<file path="src/rtl/sr_sw_ram_arbiter.sv">
// Shares one single-read/single-write RAM between NUM_REQ requesters using two
// independent round-robin arbiters; read data returns one cycle after its grant.
module sr_sw_ram_arbiter #(
  parameter int NUM_REQ       = 3,
  parameter int DATA_WIDTH    = 8,
  parameter int DEPTH         = 4,
  parameter int ADDRESS_WIDTH = $clog2(DEPTH)
) (
  input  logic                               clk,
  input  logic                               reset_n,
  input  logic [NUM_REQ-1:0]                 req_wr,
  input  logic [NUM_REQ*ADDRESS_WIDTH-1:0]   req_wr_addr,
  input  logic [NUM_REQ*DATA_WIDTH-1:0]      req_wr_data,
  output logic [NUM_REQ-1:0]                 gnt_wr,
  input  logic [NUM_REQ-1:0]                 req_rd,
  input  logic [NUM_REQ*ADDRESS_WIDTH-1:0]   req_rd_addr,
  output logic [NUM_REQ-1:0]                 gnt_rd,
  output logic [NUM_REQ-1:0]                 rsp_valid,
  output logic [DATA_WIDTH-1:0]              rsp_data,
  output logic [ADDRESS_WIDTH-1:0]           ram_write_addr,
  output logic [DATA_WIDTH-1:0]              ram_write_data,
  output logic                               ram_write_enable,
  output logic [ADDRESS_WIDTH-1:0]           ram_read_addr,
  output logic                               ram_read_enable,
  input  logic [DATA_WIDTH-1:0]              ram_read_data,
  output logic                               ram_chip_select
);

  localparam int PTR_W = $clog2(NUM_REQ);
  typedef logic [PTR_W-1:0] ptr_t;

  ptr_t                     wr_ptr_r;
  ptr_t                     rd_ptr_r;
  logic [NUM_REQ-1:0]       rsp_valid_r;
  logic [NUM_REQ-1:0]       gnt_wr_s;
  logic [NUM_REQ-1:0]       gnt_rd_s;
  logic [ADDRESS_WIDTH-1:0] wr_addr_s;
  logic [DATA_WIDTH-1:0]    wr_data_s;
  logic [ADDRESS_WIDTH-1:0] rd_addr_s;

  // An out-of-range pointer (upset) is treated as 0 so arbitration stays fair.
  function automatic ptr_t legal_ptr(input ptr_t ptr);
    return (ptr <= ptr_t'(NUM_REQ - 1)) ? ptr : ptr_t'(0);
  endfunction

  function automatic logic [NUM_REQ-1:0] rr_pick(input logic [NUM_REQ-1:0] req,
                                                 input ptr_t ptr);
    logic [NUM_REQ-1:0] gnt;
    ptr_t               idx;
    logic               found;
    gnt   = '0;
    found = 1'b0;
    idx   = legal_ptr(ptr);
    for (int off = 0; off < NUM_REQ; off++) begin
      if (!found && req[idx]) begin
        gnt[idx] = 1'b1;
        found    = 1'b1;
      end else begin
        found = found;
      end
      idx = (idx == ptr_t'(NUM_REQ - 1)) ? ptr_t'(0) : idx + ptr_t'(1);
    end
    return gnt;
  endfunction

  function automatic ptr_t next_ptr(input logic [NUM_REQ-1:0] gnt, input ptr_t ptr);
    ptr_t nxt;
    nxt = legal_ptr(ptr);
    for (int k = 0; k < NUM_REQ; k++) begin
      if (gnt[k]) begin
        nxt = (k == NUM_REQ - 1) ? ptr_t'(0) : ptr_t'(k + 1);
      end else begin
        nxt = nxt;
      end
    end
    return nxt;
  endfunction

  // Grants are held off while reset is asserted.
  always_comb begin
    gnt_wr_s = reset_n ? rr_pick(req_wr, wr_ptr_r) : '0;
    gnt_rd_s = reset_n ? rr_pick(req_rd, rd_ptr_r) : '0;
  end

  // AND-OR mux of the granted slices; zero when nothing is granted.
  always_comb begin
    wr_addr_s = '0;
    wr_data_s = '0;
    rd_addr_s = '0;
    for (int k = 0; k < NUM_REQ; k++) begin
      wr_addr_s = wr_addr_s |
                  (req_wr_addr[k*ADDRESS_WIDTH +: ADDRESS_WIDTH] & {ADDRESS_WIDTH{gnt_wr_s[k]}});
      wr_data_s = wr_data_s |
                  (req_wr_data[k*DATA_WIDTH +: DATA_WIDTH] & {DATA_WIDTH{gnt_wr_s[k]}});
      rd_addr_s = rd_addr_s |
                  (req_rd_addr[k*ADDRESS_WIDTH +: ADDRESS_WIDTH] & {ADDRESS_WIDTH{gnt_rd_s[k]}});
    end
  end

  // Round-robin pointers and the one-cycle-delayed read response tag.
  always_ff @(posedge clk or negedge reset_n) begin
    if (!reset_n) begin
      wr_ptr_r    <= '0;
      rd_ptr_r    <= '0;
      rsp_valid_r <= '0;
    end else begin
      wr_ptr_r    <= next_ptr(gnt_wr_s, wr_ptr_r);
      rd_ptr_r    <= next_ptr(gnt_rd_s, rd_ptr_r);
      rsp_valid_r <= gnt_rd_s;
    end
  end

  assign gnt_wr           = gnt_wr_s;
  assign gnt_rd           = gnt_rd_s;
  assign rsp_valid        = rsp_valid_r;
  assign rsp_data         = ram_read_data;
  assign ram_write_addr   = wr_addr_s;
  assign ram_write_data   = wr_data_s;
  assign ram_write_enable = |gnt_wr_s;
  assign ram_read_addr    = rd_addr_s;
  assign ram_read_enable  = |gnt_rd_s;
  assign ram_chip_select  = (|gnt_wr_s) | (|gnt_rd_s);

endmodule

</file>
<file path="config.mk">
export PLATFORM = sky130hd
export DESIGN_NAME = sr_sw_ram_arbiter
export DESIGN_NICKNAME = d
export VERILOG_FILES = /design/src/rtl/sr_sw_ram_arbiter.sv
export SDC_FILE = /design/constraint.sdc
export NUM_CORES = 1
export LEC_CHECK = 0
export CORE_ASPECT_RATIO = 1.25
export CORE_MARGIN = 2
export CORE_UTILIZATION = 38
export DETAILED_ROUTE_END_ITERATION = 10
export PLACE_DENSITY = 0.88
export SLEW_MARGIN = 20
export SYNTH_ARGS = -nofsm -noshare
export SYNTH_HDL_FRONTEND = slang
export SYNTH_SLANG_ARGS = --single-unit
</file>
<file path="constraint.sdc">
create_clock -name clk -period 7.55 [get_ports clk]
set_clock_uncertainty 0.2 [all_clocks]
set_input_delay 1.51 -clock clk [delete_from_list [all_inputs] [get_ports clk]]
set_output_delay 1.51 -clock clk [all_outputs]
set_load 0.05 [all_outputs]
</file>
==> results.md <==
- Final Critical Period: 6.22 ns
- LEAKAGE: 0.772 nW
- Via density: 5.37
- CORE AREA: 0.00295 sq mm
- Worst-path clk slew: 0.05 ns
- Placed cell areas: 0.00177 sq mm
- Placed wire-length estimate: 2400 microns
- Cells after DPL: 231
- Clock sinks: 7
- Final Hold Fails: 0
- Crit share post-route: 82.3%
- Endpoint, Worst Hold: rd_ptr_r[1]$_DFF_PN0_
- CP Capture Type: output port
- Primary FF master, synth: dfrtp_1
- WP buf/inv: 2
- Top cells by area, synth: dfrtp_1 (15%), a221o_1 (8.6%), ha_1 (8.6%)
- Slew Limit Headroom: 42.9%
- Max IR drop VDD: 0.361 mV
- Crit path max-delay family: buffers and inverters
- R2R setup slack: 4.67 ns
- FP Rows: 22
- Setup violations, final: 0
- TritonCTS clock tree: built
- Crit Path Class: in -> out
- I/O pin count: 84
- HP Start: rd_ptr_r[1]$_DFF_PN0_
- Htree depth: 1
- Asr flop ratio synth: 100%
- Seq. cell area: 175 sq um
- Clk_lat worst skew: 0.24 ns
- Crit Path Max Fanout: 12
- CP max-delay cell: clkdlybuf4s50_1
- Drt drc: 0
- Total clock buffers created by CTS: 3
- Number of hold buffers added after CTS: 0
- Non-Filler Instances: 235
- R2R depth: 7
- Initial antenna violation count: 0
- DRT Wirelength: 2880 microns
- Worst flop-to-flop path startpoint: wr_ptr_r[0]$_DFF_PN0_
- RSZ-0062 raised after global routing: no
- Commonest cells in the netlist: inv_1 (15), buf_4 (11), a221o_1 (10), nand2_1 (10), and2b_1 (9)
- Type of origin of the critical path: primary input
- Power per cell area: 422 mW/mm^2
- N_diodes: 0
- Fillers: 249
- #FFs+latches synth: 7
- Cells after synthesis: 143
- Clock root buffer: clkbuf_4
- Synth warn: 0
- Largest net degree at the start of global routing: 16
- Synth top area share: 15.0%
- Gpl congestion: 0.847
- TritonRoute pass-1 iters: 4
- Hold Crit Depth: 3
- DR vias: 1261
- Post-Syn Area: 0.00117 sq mm
- Slowest stage delay, CP: 0.82 ns
- Register area share after synthesis: 15.0%
- Setup TNS: 0 ns
- Congestion Overflow GR: 0
- Vias in the first global route: 1218
- Final Cell Area: 0.00179 sq mm
- Ratio of cells with drive above 1 in the final layout: 5.03%
- Area grow syn2layout: 53.9%
- Overall Global Routing Usage: 18.2%
- CP required: 5.84 ns
- Area occupied by multi-input gates: 821 sq um
- Crit path from: req_wr[1]
- CP arrival: 4.51 ns
- Most used cell, CP: clkdlybuf4s50_1
- Avg Cell Area, Syn: 8.15 sq um
- CP cell instances: clkdlybuf4s50_1 -> mux2i_1 -> or3b_4 -> a311oi_2 -> nor2b_1 -> nand4b_1 -> clkdlybuf4s50_1
- Final ANT Viol Nets: 0
- Post-CTS setup buffers: 0
- F_max: 161 MHz
- 1st-iter DRT viols: 37
- Max Cap Viol: 0
- Global-route wire length before repair: 4950 microns
- Wire per inst: 12.3 microns
- Initial Utilization: 39.6%
- Cell taking the most area after synthesis: dfrtp_1
- Worst-Margin Slew: 0.855 ns
- Post-Syn Nets: 203
- Number of synthesized flops with an enable pin: 0
- Post-synth cell types: 46
- Max clock buf depth: 2
- Final Max Slew Viols: 0
- Die outline height: 65.9 microns
- HP Class: reg -> reg
- # resized after CTS: 0
- PortBufs: 67
- Die X: 53.5 microns
- Final net count: 260
- Cell with the most instances after synthesis: inv_1
- Status: completed
- R2R Path End: wr_ptr_r[0]$_DFF_PN0_
- Die area: 0.00353 sq mm
-- worst reg2reg max path, delay by kind of cell (launching register included) --
family / cells / cell delay (ns)
adder cells (fa/ha/maj): 1 / 0.48
buffers and inverters: 1 / 0.08
flip-flops: 1 / 0.38
AND/OR/NAND/NOR: 2 / 0.57
AO/OA/AOI/OAI: 2 / 0.87
multiplexers: 1 / 0.18
-- metrics by stage --
stage	total power (W)	hold WS, ns	worst slack (ns)	util (%)
after global placement	0.000723	0.654	1.37	60.0
after global routing	0.000807	0.719	1.15	60.9
after floorplan	0.000569	0.575	2.38	-
after CTS	0.000763	0.658	1.32	60.9
final	0.000758	0.669	1.33	60.9
after detailed placement	0.000727	0.652	1.32	60.0
-- area by class of cell --
type	count	share of cell area, %
Inverter	15	3.14
Clock buffer	4	1.46
Tap cell	36	2.51
Timing Repair Buffer	67	37.4
Multi-Input combinational cell	106	45.7
Sequential cell	7	9.76
-- kinds of logic after synthesis --
kind of cell	count (synthesis)	share of synthesized area, %
flops	7	15.0
mux	7	6.33
compound gates	41	29.3
simple gates	50	26.2
buf+inv	30	14.6
fa+ha+maj	8	8.58
-- sequential cells by signal, indices dropped and copies added (netlist names) --
| signal | flops |
|---|---|
| rsp_valid | 3 |
| wr_ptr_r | 2 |
| rd_ptr_r | 2 |
-- worst max-delay path by stage --
| stage | depth (start not counted) | slack (ns) | endpoint |
|---|---|---|---|
| 2_1_floorplan | 5 | 2.38 | ram_chip_select |
| 3_3_place_gp | 7 | 1.37 | ram_chip_select |
| 3_5_place_dp | 7 | 1.32 | ram_chip_select |
| 4_1_cts | 7 | 1.32 | ram_chip_select |
| 5_1_grt | 7 | 1.15 | ram_chip_select |
| 6_report | 7 | 1.33 | ram_chip_select |
-- report_power, final --
part	leakage [nW]	internal [W]	total [W]	switching, W
clock network	0.0150	0.0000201	0.0000324	0.0000123
registers	0.0912	0.0000525	0.0000618	0.00000935
logic	0.666	0.000254	0.000664	0.000409
-- per-layer routing --
layer / track usage (%) / share of wire (%) / vias to the layer above
met3: 4.07 / 6.8 / 12
met1: 20.4 / 41 / 568
met5: 0 / 0 / -
li1: - / - / 627
met4: 8.65 / 2.5 / 0
met2: 31.3 / 50 / 54
-- layout by cell type (no fill, tap or decap), types with 2 or more instances in the layout --
cell type / Yosys / layout
nand2_1: 10 / 10
clkdlybuf4s50_1: 0 / 67
nand2b_1: 6 / 6
and2b_1: 9 / 9
dfrtp_1: 7 / 7
nand3b_1: 3 / 3
nor2b_1: 6 / 6
o22ai_1: 2 / 2
nand4_1: 2 / 2
mux2i_1: 4 / 4
a221o_1: 10 / 10
a21oi_1: 4 / 4
inv_1: 15 / 15
a2bb2oi_1: 2 / 2
mux2_2: 3 / 3
ha_1: 8 / 8
nor2_1: 5 / 5
o21ai_1: 2 / 2
a31oi_1: 2 / 2
clkbuf_4: 0 / 3
o221ai_1: 2 / 2
o21a_1: 2 / 2
a211oi_2: 2 / 2
o21ai_0: 2 / 2
Note: power is estimated with default switching activity, not from simulation.
